`src/rtl/syndrome_round_source.sv`:
```
// -----------------------------------------------------------------------------
// syndrome_round_source
//
// Produces one round of PU_COUNT error-syndrome bits each time a round is
// requested. A round waits UPDATE_DELAY cycles after the request, then fills an
// assembly register LANES bits per beat, either from an internal 32-bit Galois
// LFSR (mode 0) or from an external beat stream (mode 1). It then commits the
// assembled word in a single COMMIT cycle. A separate shift register turns the
// raw message-flying OR into a registered, held-off flag.
//
// Ports
//   clk                 rising-edge clock
//   reset               synchronous, active-low
//   start               round request pulse
//   mode                0 = random fill, 1 = external fill (sampled at round start)
//   density             random density select (sampled at round start)
//   load_data           external fill beat
//   load_valid          external beat offered
//   load_ready          external beat can be taken (FILL state, external mode)
//   is_error_syndromes  committed round, stable outside COMMIT
//   syndromes_valid     high for the single COMMIT cycle
//   round_count         number of committed rounds, wraps at 16 bits
//   busy                round in progress (WAIT, FILL, COMMIT)
//   overrun             sticky: a request was dropped
//   flying_in           raw message-flying OR from grid and interconnect
//   has_message_flying  OR of the flying hold-off shift register
//   fsm_state           current FSM state, for observation
//
// Handshake: an external beat transfers on a rising edge where
// load_valid & load_ready are both 1. load_ready does not depend on
// load_valid. The source may hold load_valid low for any number of cycles;
// the round waits without a timeout.
// -----------------------------------------------------------------------------
module syndrome_round_source #(
   parameter int          PU_COUNT     = 18,
   parameter int          LANES        = 8,
   parameter int          UPDATE_DELAY = 10,
   parameter int          FLYING_DELAY = 4,
   parameter logic [31:0] LFSR_SEED    = 32'hACE1_2468
) (
   input  logic                clk,
   input  logic                reset,
   input  logic                start,
   input  logic                mode,
   input  logic [1:0]          density,
   input  logic [LANES-1:0]    load_data,
   input  logic                load_valid,
   output logic                load_ready,
   output logic [PU_COUNT-1:0] is_error_syndromes,
   output logic                syndromes_valid,
   output logic [15:0]         round_count,
   output logic                busy,
   output logic                overrun,
   input  logic                flying_in,
   output logic                has_message_flying,
   output logic [1:0]          fsm_state
);

   localparam int BEATS  = (PU_COUNT + LANES - 1) / LANES;
   localparam int ASM_W  = BEATS * LANES;
   localparam int BIDX_W = (BEATS > 1) ? $clog2(BEATS) : 1;
   localparam logic [BIDX_W-1:0] LAST_BEAT  = BIDX_W'(BEATS - 1);
   localparam logic [31:0]       TAPS       = 32'h8020_0003;
   localparam logic [7:0]        DELAY_LOAD = 8'(UPDATE_DELAY - 1);

   typedef enum logic [1:0] {
      ST_IDLE   = 2'd0,
      ST_WAIT   = 2'd1,
      ST_FILL   = 2'd2,
      ST_COMMIT = 2'd3
   } state_t;

   state_t                  state, next_state;
   logic                    pending;
   logic [7:0]              delay_cnt;
   logic [BIDX_W-1:0]       beat_idx;
   logic [31:0]             lfsr;
   logic [ASM_W-1:0]        assembly;
   logic                    mode_q;
   logic [1:0]              density_q;
   logic [FLYING_DELAY-1:0] flying_sr;

   logic                    beat_fire;
   logic [31:0]             lfsr_next;
   logic [31:0]             rnd_full;
   logic [LANES-1:0]        beat_word;
   logic [ASM_W-1:0]        asm_next;

   // ---------------------------------------------------------------- FSM
   always_ff @(posedge clk) begin
      if (!reset) state <= ST_IDLE;
      else        state <= next_state;
   end

   always_comb begin
      next_state      = state;
      load_ready      = 1'b0;
      syndromes_valid = 1'b0;
      busy            = 1'b1;
      beat_fire       = 1'b0;
      case (state)
         ST_IDLE: begin
            busy = 1'b0;
            if (start || pending) next_state = ST_WAIT;
         end
         ST_WAIT: begin
            if (delay_cnt == 8'd0) next_state = ST_FILL;
         end
         ST_FILL: begin
            load_ready = mode_q;
            // Random beats are produced every cycle; external beats need the handshake.
            beat_fire  = mode_q ? (load_valid & load_ready) : 1'b1;
            if (beat_fire && (beat_idx == LAST_BEAT)) next_state = ST_COMMIT;
         end
         ST_COMMIT: begin
            syndromes_valid = 1'b1;
            next_state      = ST_IDLE;
         end
         default: next_state = ST_IDLE;
      endcase
   end

   assign fsm_state = state;

   // ------------------------------------------------------- beat datapath
   assign lfsr_next = {1'b0, lfsr[31:1]} ^ (lfsr[0] ? TAPS : 32'h0);

   always_comb begin
      rnd_full = 32'h0;
      case (density_q)
         2'd0: rnd_full = lfsr_next;
         2'd1: rnd_full = lfsr_next & {lfsr_next[6:0], lfsr_next[31:7]};
         2'd2: rnd_full = lfsr_next & {lfsr_next[6:0], lfsr_next[31:7]}
                                    & {lfsr_next[12:0], lfsr_next[31:13]};
         default: rnd_full = 32'h0;
      endcase
   end

   assign beat_word = mode_q ? load_data : LANES'(rnd_full);

   always_comb begin
      asm_next = assembly;
      asm_next[int'(beat_idx) * LANES +: LANES] = beat_word;
   end

   // Round bookkeeping. The committed word and round_count are loaded on the
   // edge that enters COMMIT, so they are already valid during the COMMIT
   // cycle when syndromes_valid is high.
   always_ff @(posedge clk) begin
      if (!reset) begin
         pending            <= 1'b0;
         overrun            <= 1'b0;
         delay_cnt          <= 8'd0;
         beat_idx           <= '0;
         lfsr               <= LFSR_SEED;
         assembly           <= '0;
         mode_q             <= 1'b0;
         density_q          <= 2'd0;
         is_error_syndromes <= '0;
         round_count        <= 16'd0;
      end else begin
         case (state)
            ST_IDLE: begin
               if (start || pending) begin
                  delay_cnt <= DELAY_LOAD;
                  mode_q    <= mode;
                  density_q <= density;
                  // A fresh start arriving while a pending request is
                  // consumed becomes the next pending request.
                  pending   <= pending & start;
               end
            end
            ST_WAIT: begin
               if (delay_cnt != 8'd0) delay_cnt <= delay_cnt - 8'd1;
               else                   beat_idx  <= '0;
            end
            ST_FILL: begin
               if (beat_fire) begin
                  assembly <= asm_next;
                  beat_idx <= beat_idx + BIDX_W'(1);
                  if (!mode_q) lfsr <= lfsr_next;
                  if (beat_idx == LAST_BEAT) begin
                     // Bits at or above PU_COUNT in the last beat are dropped here.
                     is_error_syndromes <= PU_COUNT'(asm_next);
                     round_count        <= round_count + 16'd1;
                  end
               end
            end
            default: ;
         endcase
         // One request can queue behind the running round; a second is dropped.
         if (busy && start) begin
            if (pending) overrun <= 1'b1;
            else         pending <= 1'b1;
         end
      end
   end

   // ----------------------------------------------- message-flying hold-off
   always_ff @(posedge clk) begin
      if (!reset) flying_sr <= '0;
      else        flying_sr <= {flying_sr[FLYING_DELAY-2:0], flying_in};
   end

   assign has_message_flying = |flying_sr;

endmodule

```
`config.mk`:
```
export PLATFORM = sky130hd
export DESIGN_NAME = syndrome_round_source
export DESIGN_NICKNAME = d
export VERILOG_FILES = /design/src/rtl/syndrome_round_source.sv
export SDC_FILE = /design/constraint.sdc
export NUM_CORES = 1
export LEC_CHECK = 0
export CORE_ASPECT_RATIO = 1.1
export CORE_MARGIN = 2
export CORE_UTILIZATION = 35
export DETAILED_ROUTE_END_ITERATION = 12
export GPL_TIMING_DRIVEN = 0
export PLACE_DENSITY = 0.56
export SYNTH_ARGS = -nofsm -noshare
export SYNTH_HDL_FRONTEND = slang
export SYNTH_SLANG_ARGS = --single-unit
```
`constraint.sdc`:
```
create_clock -name clk -period 4.15 [get_ports clk]
set_input_delay 0.415 -clock clk [delete_from_list [all_inputs] [get_ports clk]]
set_output_delay 0.415 -clock clk [all_outputs]
set_load 0.01 [all_outputs]
```
**After elaboration in Yosys (flattened, before gate mapping)**

Cells that the tools add are included.
W data, S select, Z words.

- Add/subtract/negate cells: 4
- Shift operators: 2
- Bitwise operators: 6
- Equal/unequal tests: 12
- Muxes and demuxes: 23
- Reductions and logical operators: 18

Operators with widths:

| kind | number |
|---|---|
| $neg A5 Y33 | 1 |
| $shift A8 B33 Y24 const A | 1 |
| $shiftx A8 B33 Y24 | 1 |
| $mux W32 | 1 |
| $xor A31 B32 Y32 | 1 |
| $bwmux W24 | 1 |
| $mux W8 | 3 |
| $pmux W8 S3 | 1 |
| $add A16 B1 Y16 const B | 1 |
| $and A8 B8 Y8 | 2 |
| $pmux W8 S2 | 1 |
| $reduce_and A3 Y1 | 5 |
| $ne A2 B2 Y1 const B | 6 |
| $mux W2 | 5 |
| $mux W1 | 9 |
| $eq A2 B2 Y1 const B | 4 |
| $logic_not A8 Y1 | 1 |
| $pmux W2 S4 | 1 |
| $reduce_bool A8 Y1 | 1 |
| $sub A8 B1 Y8 const B | 1 |
| $reduce_and A2 Y1 | 3 |
| $eq A2 B1 Y1 const B | 2 |
| $logic_not A2 Y1 | 2 |
| $pmux W2 S2 | 1 |
| other kinds (7) | 10 |

- Word-level logic and storage cells: 77
- Input bits: 16
- Output and inout port bits: 41
- Register bits: 111

**Depth between registers and ports, before layout**

- Depth in word-level cells: 8
- Depth in mapped cells: 8
- Depth with buffers taken out: 6

**Least setup slack after synthesis**

OpenSTA, ideal clock, no wires.

- Path type: register -> register
- Start: register beat_idx[0]
- End: register assembly[0]
- Buffers on the path: 2
- Arrival: 1,901 ps
- Setup time: 75 ps
- Cell stages (with the launch flop): 9
- Slack: 2,174 ps
- Clock period less this slack: 1,976 ps
- Data required time: 4,075 ps
- Path through: dfxtp_1 inv_1 ha_1 nor4bb_1 clkbuf_1 and3_1 clkbuf_1 nand2_1 o21ai_0

- Longest elaborated chain between the ends: 3
- Elaborated cells on any way between the ends: 4
- Classes of those cells: add/sub: 1; shift: 2; mux: 1

RTL lines:

| item | RTL line | RTL |
|---|---|---|
| from (decl) | 76 | `logic [BIDX_W-1:0] beat_idx;` |
| from (signal assigned) | 180 | `beat_idx <= beat_idx + BIDX_W'(1);` |
| $neg A5 Y33 * | 143 | `asm_next[int'(beat_idx) * LANES +: LANES] = beat_word;` |
| $shiftx A8 B33 Y24 / $shift A8 B33 Y24 (equally long branches) | 143 |  |
| $bwmux W24 * | 143 |  |
| to (signal assigned) | 179 | `assembly <= asm_next;` |
| to (decl) | 78 | `logic [ASM_W-1:0] assembly;` |

Mark *: on every way between the ends. The rest lies on a longest branch, timed or not.
A chain may end at the register's enable or synchronous reset.

**Worst setup path in the final report**

- Start: register mode_q
- End: output port load_ready

- Longest elaborated chain between the ends: 1

RTL lines:

| item | RTL line | RTL |
|---|---|---|
| from (decl) | 79 | `logic mode_q;` |
| from (signal assigned) | 166 | `mode_q <= mode;` |
| $mux W1 | 101 | `case (state)` |
| to (decl) | 48 | `output logic load_ready,` |

Every way passes these cells.

==> results.txt <==
Multiplexer cells account for 1.072% of the synthesized area. Setup violations remaining at the end of the flow were counted as 0. During synthesis, Yosys emitted a total of 0 warnings.

Fraction of the mapped netlist area in compound gates: 19.53%. The largest fanout on the critical path is 10. The analysis attributes to cell leakage a power of 2.069 nW. Number of top-level design ports: 57.

The run gives 12,310 um as the final wirelength. The actual transition at the worst max-transition pin is 1.078 ns, and the total grt overflow is 0. In the final layout, the share of cells above drive strength 1 is 3.797%. The maximum number of buffers from clock root to sink is 2. The overall die width is 114.1 um.

The logs give 5766 sq um for the cell area after layout and 0 for the number of max-slew violations in the final report. The tools report the total of cells resized after clock tree synthesis as 0. Based on the critical path, the design can be clocked at up to 359.5 MHz. The data arrival time of the critical path was 2.37 ns.

Summing the areas of all fa, ha and maj instances in the mapped netlist gives 3.215% of the synthesized area. The sequential share of the synthesized area came out at 45.02%. The post-CTS setup buffer count is 0. The source of the worst hold timing path was flying_sr[2]$_SDFF_PN0_. The core region is 13,100 sq um. The number of flops mapped to enable cells by yosys is 0, and the post-CTS clock slew at the launch and capture registers of the worst setup and hold paths is 0.07 ns. The run gives 0 as the number of endpoints with negative hold slack in the final report. From synthesis to final layout, the design area changed by 23.47%. The routed layout has 4,236 vias.

The largest family of logic cells by synthesized area was simple AND/OR/NAND/NOR gates. The number of maximum-capacitance constraint violations is 0. The worst setup path is of the reg2out kind. The die covers 14,280 sq um.

The routability congestion estimate from global placement came out at 0.7978. The run gives 0 as the number of antenna violations at the first check in global routing. By instance count, the cell type seen most on the critical path is sky130_fd_sc_hd__clkbuf_1. Counting the fill cells in the layout gives 1,305. The power density over cell area works out to 531.2 nW/um^2.

After legalization and detailed placement, the total HPWL measured 9085 um. The initialized floorplan defines 44 standard-cell rows. For the global router's overall resource usage, the log shows 18.00%.

The mean number of vias per cell works out to 5.342. Minimum period implied by the final worst setup slack: 2.782 ns. Measured along the y axis, the die boundary spans 125.1 um. In the synthesized netlist the dominant register cell turns out to be sky130_fd_sc_hd__dfxtp_1. After routing, the total negative slack on setup checks comes to 0 ns. Setup repair after global routing left no endpoint under its margin. Summing the areas of all and, or, nand and nor instances in the mapped netlist gives 24.04% of the synthesized area. The tools report the gate count after technology mapping as 561.

The pre-antenna-repair detailed-routing pass consisted of 5 iterations. After layout, the worst path uses 67.02% of the clock period. The tools report the total nets after synthesis as 589.

For the number of nets in the final layout, the log shows 655. Traced cell by cell, the critical path runs through clkbuf_1 > clkbuf_1 > and2_1 > clkdlybuf4s50_1. For the final worst clock skew, the log shows 0.009733 ns. Input and output buffers added on the ports amount to 55. Entering global routing, the biggest net connects 18 pins. The peak supply drop was 283.5 uV; the routed wire length per instance was 15.53 um. STA classifies the critical path startpoint as a flip-flop.

The run gives 5421 sq um as the post-detailed-placement cell area. TritonCTS built the clock tree. The class of the tightest hold or removal check is reg2reg. The worst setup path is captured at a primary output. The average cell area after synthesis was 8.323 sq um. The detail route stage leaves a number of antenna-violating nets equal to 0. Hold repair after CTS inserted 0 buffers. The flow ran to the end, and the final reports show no timing, DRC or antenna violations. The logs give 20,550 um for the first-pass GRT wire length and 3.73 ns for the required time of the critical path.

CTS saw 105 sinks. The critical path buffer and inverter count was 3. Tracing the worst setup path back leads to its startpoint at mode_q$_SDFFE_PN0P_. The worst register-to-register path begins at beat_idx[0]$_SDFFE_PN0P_.

Summing the areas of all xor and xnor instances in the mapped netlist gives 2.063% of the synthesized area. The H-tree generated during clock tree synthesis spans 3 levels. The cell type group with the largest total delay on the critical path was buffers and inverters. In this run, distinct cell masters in the synthesized netlist total 54. For this block, the initial DRC count from the detailed router was 214.

Master of the slowest instance on the critical path: sky130_fd_sc_hd__clkdlybuf4s50_1. The run gives 4,049 as the number of global-route vias before repair. The post-synthesis cell area is 4669 sq um, and the delay of the slowest cell on the worst path is 0.54 ns. For this run, design rule violations remaining after detail routing come to 0. In this run the tightest slew margin relative to its limit is 27.23%. The count of inserted antenna diode cells was 0. The share of flip-flops with an asynchronous set or reset after synthesis works out to 0%.

TritonCTS created 9 clock buffers. For the worst-skew pair, the clock arrives at the later sink with an insertion delay of 0.35 ns. The flop and latch count out of synthesis is 105. The cell sitting at the root of the clock tree is a sky130_fd_sc_hd__clkbuf_16. The initial core utilization came out at 35.64%.
## power breakdown
group	total, W	switching (W)	internal (W)
sequential	0.00124	0.000111	0.00113
combinational	0.000846	0.000516	0.000330
clock	0.000976	0.000383	0.000593
## per-layer routing
layer | global-route usage (%) | wire length (um) | up-vias
met5 | 0 | 0 | -
met4 | 6.456 | 225 | 0
met3 | 2.811 | 464 | 16
met2 | 29.80 | 5806 | 81
met1 | 23.69 | 5817 | 2023
li1 | - | - | 2116
## stage by stage
step / utilization, % / instances / worst slack (ns) / hold WS [ns] / power (W)
finish: 44.00 / 793 / 1.369 / 0.4516 / 0.003062
global route: 44.00 / 793 / 1.277 / 0.4811 / 0.003254
CTS: 44.00 / 793 / 1.363 / 0.4572 / 0.003086
detailed placement: 41.38 / 777 / 1.540 / 0.4392 / 0.002105
global placement: 41.38 / 777 / 1.503 / 0.4318 / 0.002079
floorplan: - / 561 / 2.174 / 0.4205 / 0.001841
## cell usage after synthesis, drive strengths merged, types with 2 or more instances
master  number  area, sq um
o211ai       5        37.54
nand4        3        18.77
or4bb        6        67.56
and4         2        17.52
nor4bb       3        30.03
a221oi      12        105.1
or2          2        12.52
a21oi       36        180.2
nor2        44        165.2
a21o         2        15.01
nor3         4        20.02
xor2         2        17.52
dfxtp      105         2102
ha          12        150.1
mux2i        5        50.05
a22oi       12        90.09
a31oi        9        56.30
a21boi       6        45.04
clkbuf      31        116.4
o21ai       37        185.2
nor2b        2        12.51
inv         22        82.58
o21a         2        15.01
xnor2        9        78.83
nand3       28        140.1
o31ai        4        30.03
nand2b       7        43.79
and3         2        12.51
nand3b       4        30.03
buf          5        37.53
nor3b        2        15.01
or4          6        45.04
o311ai       6        52.55
nor4         5        31.28
or3          8        50.05
and2         7        43.79
nand2       90        337.8
a211oi       3        27.52
## sequential cells by signal, summed over array words and instances (netlist names)
| signal | count |
|---|---|
| assembly | 18 |
| beat_idx | 2 |
| delay_cnt | 8 |
| density_q | 2 |
| flying_sr | 4 |
| fsm_state | 2 |
| is_error_syndromes | 18 |
| lfsr | 32 |
| mode_q | 1 |
| overrun | 1 |
| pending | 1 |
| round_count | 16 |
## kinds of logic (layout without fill, tap and decap cells)
family / count (synthesis) / count (layout)
and+or+nand+nor: 228 / 228
buffers and inverters: 58 / 129
muxes: 5 / 5
DFF: 105 / 105
AOI/OAI and AO/OA: 142 / 142
adders and majority gates: 12 / 12
xor gates and xnor gates: 11 / 11
## cell type report
type	instances	area [sq um]	area share (%)
inverters	22	82.58	1.432
clock buffers	10	229.0	3.971
flip-flops and latches	105	2102	36.46
repair buffers	55	550.5	9.549
plain buffers	36	153.9	2.669
clock inverters	6	115.1	1.997
multi-input cells	398	2331	40.43
well taps	161	201.4	3.494
## cells in the final DEF, fill, tap and decap left out, types with 4 or more instances in the layout
cell type | netlist | final
sky130_fd_sc_hd__a21boi_0 | 6 | 6
sky130_fd_sc_hd__a21oi_1 | 36 | 36
sky130_fd_sc_hd__a221oi_1 | 12 | 12
sky130_fd_sc_hd__a22oi_1 | 12 | 12
sky130_fd_sc_hd__a31oi_1 | 9 | 9
sky130_fd_sc_hd__and2_1 | 7 | 7
sky130_fd_sc_hd__clkbuf_1 | 31 | 32
sky130_fd_sc_hd__clkbuf_16 | 0 | 9
sky130_fd_sc_hd__clkdlybuf4s50_1 | 0 | 55
sky130_fd_sc_hd__dfxtp_1 | 105 | 105
sky130_fd_sc_hd__ha_1 | 12 | 12
sky130_fd_sc_hd__inv_1 | 21 | 21
sky130_fd_sc_hd__mux2i_1 | 5 | 5
sky130_fd_sc_hd__nand2_1 | 90 | 90
sky130_fd_sc_hd__nand2b_1 | 7 | 7
sky130_fd_sc_hd__nand3_1 | 28 | 28
sky130_fd_sc_hd__nand3b_1 | 4 | 4
sky130_fd_sc_hd__nor2_1 | 44 | 44
sky130_fd_sc_hd__nor3_1 | 4 | 4
sky130_fd_sc_hd__nor4_1 | 5 | 5
sky130_fd_sc_hd__o211ai_1 | 5 | 5
sky130_fd_sc_hd__o21ai_0 | 37 | 37
sky130_fd_sc_hd__o311ai_0 | 5 | 5
sky130_fd_sc_hd__o31ai_1 | 4 | 4
sky130_fd_sc_hd__or3_1 | 8 | 8
sky130_fd_sc_hd__or4_1 | 6 | 6
sky130_fd_sc_hd__or4bb_1 | 6 | 6
sky130_fd_sc_hd__xnor2_1 | 9 | 9
## worst paths after layout
kind / end / slack [ns] / depth (start not counted)
setup / recovery: load_ready / 1.37 / 4
hold / removal: flying_sr[3]$_SDFF_PN0_ / 0.45 / 1
setup reg to reg: assembly[0]$_SDFFE_PN0P_ / 1.75 / 8
hold reg to reg: flying_sr[3]$_SDFF_PN0_ / 0.45 / 1
Power figures use the tool's default switching activity.
